**src/rtl/fetch_sequencer.sv**
```systemverilog
// Fetch PC sequencer: one outstanding req/ack fetch to instruction memory,
// a single-entry output register to decode, and redirects that kill stale fetches.
module fetch_sequencer #(
  parameter logic [31:0] RESET_PC = 32'h0000_0000
) (
  input  logic        clk,
  input  logic        reset,
  input  logic        redirect_valid,
  input  logic [31:0] redirect_target,
  output logic        imem_req,
  output logic [31:0] imem_addr,
  input  logic        imem_ack,
  input  logic [31:0] imem_rdata,
  output logic        if_valid,
  output logic [31:0] if_pc,
  output logic [31:0] if_instr,
  input  logic        if_ready,
  output logic [31:0] pc,
  output logic        misalign,
  output logic [1:0]  state_dbg
);

  typedef enum logic [1:0] {
    IDLE  = 2'd0,
    FETCH = 2'd1,
    STALL = 2'd2
  } state_e;

  // Valid/ready: imem_req/imem_addr hold until imem_ack completes the request;
  // decode takes the instruction on a cycle where if_valid & if_ready.

  state_e      state_q, state_d;
  logic [31:0] pc_q, pc_d;
  logic        imem_req_q, imem_req_d;
  logic [31:0] imem_addr_q, imem_addr_d;
  logic        if_valid_q, if_valid_d;
  logic [31:0] if_pc_q, if_pc_d;
  logic [31:0] if_instr_q, if_instr_d;
  logic        misalign_q, misalign_d;
  logic        kill_q, kill_d;
  logic [31:0] target;

  assign target = {redirect_target[31:2], 2'b00};

  always_comb begin
    state_d     = state_q;
    pc_d        = pc_q;
    imem_req_d  = imem_req_q;
    imem_addr_d = imem_addr_q;
    if_valid_d  = if_valid_q;
    if_pc_d     = if_pc_q;
    if_instr_d  = if_instr_q;
    kill_d      = kill_q;
    misalign_d  = redirect_valid & (redirect_target[1:0] != 2'b00);

    case (state_q)
      IDLE: begin
        state_d     = FETCH;
        imem_req_d  = 1'b1;
        pc_d        = redirect_valid ? target : pc_q;
        imem_addr_d = redirect_valid ? target : pc_q;
      end
      FETCH: begin
        if (imem_ack) begin
          if (redirect_valid) begin
            // Completed data is stale; start the redirected fetch back-to-back.
            pc_d        = target;
            imem_addr_d = target;
            kill_d      = 1'b0;
          end else if (kill_q) begin
            kill_d      = 1'b0;
            imem_addr_d = pc_q;
          end else begin
            if_instr_d = imem_rdata;
            if_pc_d    = imem_addr_q;
            if_valid_d = 1'b1;
            pc_d       = pc_q + 32'd4;
            imem_req_d = 1'b0;
            state_d    = STALL;
          end
        end else if (redirect_valid) begin
          // Request in flight must stay stable; mark its data for discard.
          pc_d   = target;
          kill_d = 1'b1;
        end
      end
      STALL: begin
        if (redirect_valid) begin
          if_valid_d  = 1'b0;
          pc_d        = target;
          imem_req_d  = 1'b1;
          imem_addr_d = target;
          state_d     = FETCH;
        end else if (if_ready) begin
          if_valid_d  = 1'b0;
          imem_req_d  = 1'b1;
          imem_addr_d = pc_q;
          state_d     = FETCH;
        end
      end
      default: state_d = IDLE;
    endcase
  end

  always_ff @(posedge clk or posedge reset) begin
    if (reset) begin
      state_q     <= IDLE;
      pc_q        <= RESET_PC;
      imem_req_q  <= 1'b0;
      imem_addr_q <= 32'h0;
      if_valid_q  <= 1'b0;
      if_pc_q     <= 32'h0;
      if_instr_q  <= 32'h0;
      misalign_q  <= 1'b0;
      kill_q      <= 1'b0;
    end else begin
      state_q     <= state_d;
      pc_q        <= pc_d;
      imem_req_q  <= imem_req_d;
      imem_addr_q <= imem_addr_d;
      if_valid_q  <= if_valid_d;
      if_pc_q     <= if_pc_d;
      if_instr_q  <= if_instr_d;
      misalign_q  <= misalign_d;
      kill_q      <= kill_d;
    end
  end

  assign imem_req  = imem_req_q;
  assign imem_addr = imem_addr_q;
  assign if_valid  = if_valid_q;
  assign if_pc     = if_pc_q;
  assign if_instr  = if_instr_q;
  assign pc        = pc_q;
  assign misalign  = misalign_q;
  assign state_dbg = state_q;

endmodule

```
**config.mk**
```make
export PLATFORM = sky130hd
export DESIGN_NAME = fetch_sequencer
export DESIGN_NICKNAME = d
export VERILOG_FILES = /design/src/rtl/fetch_sequencer.sv
export SDC_FILE = /design/constraint.sdc
export NUM_CORES = 1
export LEC_CHECK = 0
export ABC_AREA = 1
export ABC_CLOCK_PERIOD_IN_PS = 13100
export CORE_MARGIN = 8
export CORE_UTILIZATION = 45
export CTS_CLUSTER_DIAMETER = 150
export DETAILED_ROUTE_END_ITERATION = 8
export HOLD_SLACK_MARGIN = 0.05
export PLACE_DENSITY = 0.88
export SLEW_MARGIN = 5
export SYNTH_ARGS = -nofsm -noshare
export SYNTH_HDL_FRONTEND = slang
export SYNTH_SLANG_ARGS = --single-unit
```
**constraint.sdc**
```tcl
create_clock -name clk -period 13.1 [get_ports clk]
set_clock_uncertainty 0.2 [all_clocks]
set_input_delay 2.62 -clock clk [delete_from_list [all_inputs] [get_ports clk]]
set_output_delay 2.62 -clock clk [all_outputs]
set_load 0.1 [all_outputs]
```
==> results of run 1 <==
sequential cells by signal (all words and copies together) (netlist names):
signal	cells
if_instr	32
if_pc	32
imem_addr	32
pc	32
state_dbg	2
if_valid	1
imem_req	1
kill_q	1
misalign	1
stage by stage:
stage | hold slack (ps) | instance area [um^2] | setup slack, ps
after detailed placement | 258 | 8550 | 7560
after global placement | 252 | 8550 | 7660
after global routing | 288 | 9150 | 7750
after CTS | 272 | 9150 | 7990
after floorplan | 402 | 6470 | 6700
final | 267 | 9150 | 7920
final cells by class:
| class | count | share of cell area [%] |
|---|---|---|
| clock buffer | 19 | 4.84 |
| clock inverter | 13 | 1.63 |
| inverter | 74 | 3.09 |
| multi-input combinational | 625 | 29.0 |
| sequential | 134 | 36.7 |
| tap | 184 | 2.52 |
| timing repair buffer | 205 | 22.3 |
layout by cell type, fill, tap and decap left out, drive strengths merged:
cell type      instances
nand2                381
clkdlybuf4s50        200
dfrtp                134
o21ai                 84
inv                   76
nor2                  75
nand3                 37
clkbuf                19
a21oi                 15
nand4                  9
a31oi                  6
nor3                   5
clkinvlp               5
buf                    5
clkinv                 4
o21a                   3
o22ai                  3
a22oi                  2
bufinv                 2
or2                    2
nand3b                 1
o2111ai                1
ha                     1
worst paths after layout:
path / from / to / cells after the start
worst max register to register: state_dbg[0]$_DFFE_PP0P_ / pc[12]$_DFFE_PP0P_ / 7
worst min-delay path: if_instr[0]$_DFFE_PP0P_ / if_instr[0]$_DFFE_PP0P_ / 2
max in group asynchronous: reset / if_instr[20]$_DFFE_PP0P_ / 3
min in group asynchronous: reset / if_instr[8]$_DFFE_PP0P_ / 2
worst max-delay path: imem_ack / pc[12]$_DFFE_PP0P_ / 8
worst min register to register: if_instr[0]$_DFFE_PP0P_ / if_instr[0]$_DFFE_PP0P_ / 2
tightest hold or removal path, cell delays in order (launching register included):
cell	delay, ps
sky130_fd_sc_hd__dfrtp_1	340
sky130_fd_sc_hd__nand2_1	50
sky130_fd_sc_hd__nand2_1	50
per-layer routing:
| metal | global-route usage, % | vias to the layer above |
|---|---|---|
| li1 | - | 3097 |
| met1 | 27.5 | 2928 |
| met2 | 33.7 | 303 |
| met3 | 4.95 | 44 |
| met4 | 10.6 | 0 |
| met5 | 0 | - |
logic make-up (layout without fill, tap and decap cells):
family / after synthesis / after routing / share of synthesized area, %
adders and majority gates: 1 / 1 / 0.193
AOI/OAI and AO/OA: 114 / 114 / 9.42
DFF: 134 / 134 / 51.8
buffers and inverters: 108 / 311 / 7.23
and+or+nand+nor: 510 / 510 / 31.3
==> out/qor.json, run 1 <==
{
  "synth_edf_count": 0,
  "finalCriticalPeriod_ps": 5180,
  "syn-cell-area_mm2": 0.00647,
  "final.fill_count": 1196,
  "drt.antenna.violating_nets": 0,
  "ys_types": 29,
  "globalRouteOverflowTotal": 0,
  "slew-limit-headroom_pct": 29.9,
  "met3WireLength_um": 1860,
  "cts_buffer_depth": 2,
  "postSynthCellCount": 867,
  "finalSetupViolations": 0,
  "critical-path-top-delay-family": "buffers and inverters",
  "worstHoldPathType": "reg2reg",
  "yosysTopAreaCellShare_pct": 51.8,
  "critical_path.cell_chain": "clkdlybuf4s50_1 -> nand2_2 -> nor2_4 -> inv_2 -> o21ai_4 -> inv_2 -> o21ai_0 -> o22ai_1",
  "chipWidth_um": 136,
  "cp_num_buf_inv": 3,
  "multiInputGateArea_mm2": 0.00265,
  "post_cts_resize_count": 0,
  "finalNonFillerCells": 1254,
  "clock_tree_sinks": 134,
  "worst_setup_hold_path_clk_slew_ps": 60,
  "core_region_area_mm2": 0.0143,
  "num-nets-final": 1127,
  "grt_first_pass_wirelength_um": 31600,
  "hold_buffer_count_at_cts": 0,
  "remaining_drc_errors": 0,
  "number_of_hold_violations_in_the_final_report": 0,
  "worstSetupStartpointType": "input port",
  "timing.max_cap.violations": 0,
  "crit_slowest_cell": "sky130_fd_sc_hd__o21ai_4",
  "area.sequential_mm2": 0.00335,
  "critical_path.max_stage_delay_ps": 710,
  "detailroute.via_count": 6372,
  "postSynth.topFlopCell": "sky130_fd_sc_hd__dfrtp_1",
  "endpoint_kind": "flip-flop",
  "wl_met1_um": 8210,
  "ys_async_sr_fraction_pct": 100,
  "clock_tree_from_tritoncts": "built",
  "syn_to_final_growth_pct": 41.3,
  "criticalPathCategory": "in2reg",
  "detailedRoute.firstPassIterationCount": 5,
  "buffer_ports.inserted": 201,
  "synthesis.nets": 937,
  "io-pin-count": 202,
  "crit_required_ps": 13180,
  "dp_cells": 1222,
  "number_of_storage_elements_in_the_synthesis_netlist": 134,
  "ys_top_cells_by_count": "sky130_fd_sc_hd__nand2_1, sky130_fd_sc_hd__dfrtp_1, sky130_fd_sc_hd__nor2_1",
  "max_clock_freq_mhz": 193,
  "post-cts-setup-buffers": 0,
  "crit_fanout": 36,
  "worst_tran_pin_value_ps": 1050,
  "cts-htree-levels": 4,
  "antenna_found_initial": 0,
  "clock_insertion_delay_worst_skew_ps": 420,
  "ys.warnings.count": 0,
  "final_estimated_routing_congestion_in_global_placement": 0.905,
  "setup_total_negative_slack_ps": 0,
  "cts_made_buffers": 17,
  "final_max_slew_viol_count": 0,
  "routed-wl-met2_um": 9140,
  "post_route_cells_drive_above_1_share_pct": 5.05,
  "rsz0062_at_grt": "no",
  "finish.utilization_pct": 63.9,
  "rows": 44,
  "fraction_of_the_yosys_area_taken_by_sequential_cells_pct": 51.8,
  "root_buffer": "sky130_fd_sc_hd__clkbuf_16",
  "die_area_mm2": 0.0185,
  "post-synth-top-area-cell": "sky130_fd_sc_hd__dfrtp_1",
  "initial_utilization_pct": 45.2,
  "die_h_um": 136,
  "vias_per_cell": 5.08,
  "initial_drc_count": 599,
  "yosys.cell_count.top_type": "sky130_fd_sc_hd__nand2_1",
  "worst-r2r-setup-slack_ps": 10180,
  "drt-wirelength-per-cell_um": 15.8,
  "fin_crit_sh_pct": 39.5,
  "run_status": "completed",
  "grt_start_max_net_pins": 78,
  "critical-path-top-cell-by-count": "sky130_fd_sc_hd__inv_2",
  "routed.top_layer": "met4",
  "antenna-diode-count": 0,
  "worst-endpoint-arrival_ps": 5250,
  "synthesis.area_per_instance_um2": 7.46,
  "drt-total-wl_um": 19900,
  "grt_util_all_layers_pct": 21.5,
  "grt_pass1_vias": 6156,
  "detailed_place_hpwl_um": 14500,
  "synth_top_cells_by_area": "sky130_fd_sc_hd__dfrtp_1, sky130_fd_sc_hd__nand2_1, sky130_fd_sc_hd__o21ai_0"
}
Power of run 1 is not shown: default switching activity piles up to over one toggle a cycle in this logic, so the estimate is an artifact.
==> run 2: changes to the inputs <==
--- a/config.mk
+++ b/config.mk
@@ -6,9 +6,9 @@
 export NUM_CORES = 1
 export LEC_CHECK = 0
 export ABC_AREA = 1
-export ABC_CLOCK_PERIOD_IN_PS = 13100
+export ABC_CLOCK_PERIOD_IN_PS = 4600
 export CORE_MARGIN = 8
-export CORE_UTILIZATION = 45
+export CORE_UTILIZATION = 43
 export CTS_CLUSTER_DIAMETER = 150
 export DETAILED_ROUTE_END_ITERATION = 8
 export HOLD_SLACK_MARGIN = 0.05
==> constraint.sdc (replaced) <==
create_clock -name clk -period 4.6 [get_ports clk]
set_clock_uncertainty 0.2 [all_clocks]
set_input_delay 0.92 -clock clk [delete_from_list [all_inputs] [get_ports clk]]
set_output_delay 0.92 -clock clk [all_outputs]
set_load 0.1 [all_outputs]
==> run 2 against run 1 <==
Compared with the run above: design area is 0.47% higher; non-clock buffer count up 5; highest routed layer unchanged; critical path depth is 7 lower; utilization down 2.5 points; die area increased by 4.1%; register-to-register slack lost 8100 ps; worst setup slack worse by 6600 ps; largest cell class unchanged; wire length is 2.1% higher; cell count rose by 0.72%.
==> out/qor.json, run 2 (synthesis gave the netlist of run 1 again) <==
{
  "cts_buffer_depth": 2,
  "buffer_ports.inserted": 201,
  "detailed_place_hpwl_um": 14900,
  "hold_buffer_count_at_cts": 0,
  "vias_per_cell": 5.10,
  "layout_common_cells": "sky130_fd_sc_hd__nand2_1, sky130_fd_sc_hd__clkdlybuf4s50_1, sky130_fd_sc_hd__dfrtp_1, sky130_fd_sc_hd__nor2_1, sky130_fd_sc_hd__inv_1",
  "antenna-diode-count": 0,
  "syn_to_final_growth_pct": 42.0,
  "final_estimated_routing_congestion_in_global_placement": 0.891,
  "layout.cells.most_common": "sky130_fd_sc_hd__nand2_1",
  "routed-wl-met2_um": 9790,
  "worstHoldPathType": "reg2reg",
  "clock_tree_from_tritoncts": "built",
  "routed.top_layer": "met4",
  "finalSetupViolations": 0,
  "wl_met1_um": 8380,
  "die_area_mm2": 0.0192,
  "core_region_area_mm2": 0.0150,
  "rows": 45,
  "globalRouteOverflowTotal": 0,
  "initial_drc_count": 463,
  "number_of_hold_violations_in_the_final_report": 0,
  "crit_required_ps": 3480,
  "cts-htree-levels": 4,
  "grt_util_all_layers_pct": 21.1,
  "rsz0062_at_grt": "no",
  "worst_setup_hold_path_clk_slew_ps": 60,
  "timing.max_cap.violations": 0,
  "grt_pass1_vias": 6284,
  "cp_num_buf_inv": 1,
  "clock_insertion_delay_worst_skew_ps": 430,
  "detailroute.via_count": 6442,
  "die_h_um": 139,
  "criticalPathCategory": "reg2out",
  "crit_slowest_cell": "sky130_fd_sc_hd__clkdlybuf4s50_1",
  "io-pin-count": 202,
  "critical_path.cell_chain": "clkdlybuf4s50_1",
  "run_status": "completed",
  "final_max_slew_viol_count": 0,
  "root_buffer": "sky130_fd_sc_hd__clkbuf_16",
  "antenna_found_initial": 0,
  "finalHoldWorstSlack_ps": 268,
  "worst_tran_pin_value_ps": 1080,
  "drt.antenna.violating_nets": 0,
  "post-cts-setup-buffers": 0,
  "worst-endpoint-arrival_ps": 2140,
  "chipWidth_um": 139,
  "grt_start_max_net_pins": 57,
  "max_clock_freq_mhz": 307,
  "setup_total_negative_slack_ps": 0,
  "worstSetupStartpointType": "flip-flop",
  "met3WireLength_um": 1490,
  "crit_fanout": 7,
  "fin_crit_sh_pct": 70.9,
  "drt-wirelength-per-cell_um": 16.1,
  "slew-limit-headroom_pct": 27.6,
  "cts_made_buffers": 17,
  "initial_utilization_pct": 43.2,
  "critical_path.max_stage_delay_ps": 1200,
  "clock_tree_sinks": 134,
  "remaining_drc_errors": 0,
  "critical-path-top-delay-family": "buffers and inverters",
  "finalCriticalPeriod_ps": 3260,
  "drt-total-wl_um": 20300,
  "post_cts_resize_count": 0,
  "num-nets-final": 1132,
  "endpoint_kind": "output pin",
  "detailedRoute.firstPassIterationCount": 6,
  "post_route_cells_drive_above_1_share_pct": 5.49,
  "grt_first_pass_wirelength_um": 32900
}
-- run 2: final cells by class --
class	count	area [um^2]
clock inverter	14	151
timing repair buffer	210	2090
clock buffer	18	429
multi-input combinational	625	2650
tap	188	235
sequential	134	3350
inverter	74	282
fill	1281	5790
-- run 2: path summary, 6_finish.rpt --
check	startpoint	endpoint	slack, ps	cells past startpoint
worst min-delay path	if_pc[13]$_DFFE_PP0P_	if_pc[13]$_DFFE_PP0P_	270	2
worst max-delay path	pc[10]$_DFFE_PP0P_	pc[10]	1340	1
worst min register to register	if_pc[13]$_DFFE_PP0P_	if_pc[13]$_DFFE_PP0P_	270	2
max in group asynchronous	reset	pc[26]$_DFFE_PP0P_	2540	3
min in group asynchronous	reset	imem_addr[0]$_DFFE_PP0P_	840	2
worst max register to register	state_dbg[0]$_DFFE_PP0P_	pc[26]$_DFFE_PP0P_	2130	8
-- run 2: per-stage QoR --
| stage | util (%) | std cells | setup WS [ps] | area [um^2] |
|---|---|---|---|---|
| finish | 61.3 | 1263 | 1340 | 9190 |
| global route | 61.3 | 1263 | 1320 | 9190 |
| CTS | 61.3 | 1263 | 1330 | 9190 |
| detailed placement | 57.5 | 1231 | 1260 | 8610 |
| global placement | 57.5 | 1231 | 1370 | 8610 |
| floorplan | - | 867 | 1810 | 6470 |
-- run 2: metal layers --
layer	vias to the layer above	global-route usage [%]
met5	-	0
met4	0	9.19
met1	3002	25.7
met2	273	34.6
li1	3121	-
met3	46	5.89
Power of run 2 is left out for the same reason.
==> run 3: changes to the inputs <==
--- a/config.mk
+++ b/config.mk
@@ -6,9 +6,9 @@
 export NUM_CORES = 1
 export LEC_CHECK = 0
 export ABC_AREA = 1
-export ABC_CLOCK_PERIOD_IN_PS = 4600
+export ABC_CLOCK_PERIOD_IN_PS = 3100
 export CORE_MARGIN = 8
-export CORE_UTILIZATION = 43
+export CORE_UTILIZATION = 45
 export CTS_CLUSTER_DIAMETER = 150
 export DETAILED_ROUTE_END_ITERATION = 8
 export HOLD_SLACK_MARGIN = 0.05
==> constraint.sdc (replaced) <==
create_clock -name clk -period 3.1 [get_ports clk]
set_clock_uncertainty 0.2 [all_clocks]
set_input_delay 0.62 -clock clk [delete_from_list [all_inputs] [get_ports clk]]
set_output_delay 0.62 -clock clk [all_outputs]
set_load 0.1 [all_outputs]
==> run 3 against run 2 <==
Compared with the run above: hold slack improved by 4.0 ps; global-route usage rose by 1.5 points; cell count fell by 0.16%; critical path depth rose by 8; highest routed layer unchanged.
==> out/qor.json, run 3 (synthesis gave the netlist of run 1 again) <==
{
  "post_route_cells_drive_above_1_share_pct": 18.0,
  "run_status": "completed",
  "grt_start_max_net_pins": 81,
  "layout_common_cells": "sky130_fd_sc_hd__nand2_1, sky130_fd_sc_hd__buf_4, sky130_fd_sc_hd__dfrtp_1, sky130_fd_sc_hd__nor2_1, sky130_fd_sc_hd__clkdlybuf4s50_1",
  "antenna-diode-count": 0,
  "whs_endpoint": "if_pc[13]$_DFFE_PP0P_",
  "criticalPathCategory": "in2reg",
  "worst_tran_pin_value_ps": 668,
  "drt-total-wl_um": 20800,
  "vias_per_cell": 5.14,
  "drt-wirelength-per-cell_um": 16.5,
  "cts-htree-levels": 4,
  "grt_util_all_layers_pct": 22.6,
  "worst-endpoint-arrival_ps": 2370,
  "detailroute.via_count": 6480,
  "final_max_slew_viol_count": 0,
  "clock_insertion_delay_worst_skew_ps": 420,
  "grt_first_pass_wirelength_um": 32800,
  "num-nets-final": 1134,
  "finalSetupViolations": 0,
  "rr_startpoint": "pc[6]$_DFFE_PP0P_",
  "worstSetupStartpointType": "input port",
  "final_critical_path_setup_slack_ps": 839,
  "post_cts_resize_count": 0,
  "final.fill_count": 1231,
  "grt_pass1_vias": 6248,
  "chipWidth_um": 136,
  "worst_setup_hold_path_clk_slew_ps": 60,
  "finalCriticalPeriod_ps": 2260,
  "detailed_place_hpwl_um": 15200,
  "area.sequential_mm2": 0.00335,
  "io-pin-count": 202,
  "globalRouteOverflowTotal": 0,
  "post-cts-setup-buffers": 0,
  "core_region_area_mm2": 0.0143,
  "slew-limit-headroom_pct": 55.5,
  "die_area_mm2": 0.0185,
  "crit_fanout": 35,
  "rows": 44,
  "rsz0062_at_grt": "no",
  "fin_crit_sh_pct": 72.9,
  "root_buffer": "sky130_fd_sc_hd__clkbuf_16",
  "number_of_hold_violations_in_the_final_report": 0,
  "layout.cells.most_common": "sky130_fd_sc_hd__nand2_1",
  "finalHoldWorstSlack_ps": 272,
  "setup_total_negative_slack_ps": 0,
  "worst-r2r-setup-slack_ps": 1000,
  "dp_slack_ps": 425,
  "worstHoldPathType": "reg2reg",
  "antenna_found_initial": 0,
  "remaining_drc_errors": 0,
  "endpoint_kind": "flip-flop",
  "hold_buffer_count_at_cts": 0,
  "cts_buffer_depth": 2,
  "detailedRoute.firstPassIterationCount": 6,
  "initial_drc_count": 564,
  "worst_r2r_endpoint": "pc[19]$_DFFE_PP0P_",
  "max_clock_freq_mhz": 442,
  "clock_tree_from_tritoncts": "built",
  "initial_utilization_pct": 45.2,
  "crit_required_ps": 3210,
  "timing.max_cap.violations": 0,
  "reg2reg_depth": 9,
  "drt.antenna.violating_nets": 0,
  "clock_tree_sinks": 134,
  "syn_to_final_growth_pct": 38.4,
  "final_estimated_routing_congestion_in_global_placement": 0.880,
  "die_h_um": 136,
  "multiInputGateArea_mm2": 0.00265,
  "hp-start": "if_pc[13]$_DFFE_PP0P_",
  "cts_made_buffers": 17,
  "finish.utilization_pct": 62.6,
  "buffer_ports.inserted": 201,
  "worst_hold_path.num_cells": 2
}
==> run 3: stage by stage <==
stage / area [um^2] / cells
after CTS: 8950 / 1261
after global placement: 8300 / 1229
after detailed placement: 8300 / 1229
after global routing: 8950 / 1261
after floorplan: 6470 / 867
final: 8950 / 1261
==> run 3: area by class of cell <==
cell class | count | area share (%)
sequential | 134 | 37.5
multi-input combinational | 625 | 29.6
timing repair buffer | 212 | 19.9
clock buffer | 20 | 5.10
inverter | 74 | 3.14
tap | 184 | 2.57
clock inverter | 12 | 2.24
==> run 3: critical path: stages <==
cell and delay, ps:
sky130_fd_sc_hd__clkdlybuf4s50_1 530, sky130_fd_sc_hd__nand2_2 110, sky130_fd_sc_hd__nor2_4 180, sky130_fd_sc_hd__inv_2 90
sky130_fd_sc_hd__o21ai_4 150, sky130_fd_sc_hd__buf_4 390, sky130_fd_sc_hd__a31oi_1 80, sky130_fd_sc_hd__o21ai_0 120
sky130_fd_sc_hd__nand2_1 80
==> run 3: routing by layer <==
metal | routed length [um] | track usage [%] | up-vias
met5 | 0 | 0 | -
met2 | 9770 | 35.7 | 311
met4 | 562 | 9.27 | 0
li1 | - | - | 3130
met3 | 1900 | 6.73 | 43
met1 | 8550 | 28.5 | 2996
==> run 3: worst max-delay path by stage <==
stage	start	end	slack, ps
floorplan	reset	if_instr[0]$_DFFE_PP0P_	610
global placement	imem_ack	pc[18]$_DFFE_PP0P_	550
detailed placement	imem_ack	pc[17]$_DFFE_PP0P_	430
CTS	imem_ack	pc[17]$_DFFE_PP0P_	870
global route	pc[2]$_DFFE_PP0P_	pc[18]$_DFFE_PP0P_	730
finish	imem_ack	pc[17]$_DFFE_PP0P_	840
Power of run 3 is left out for the same reason.
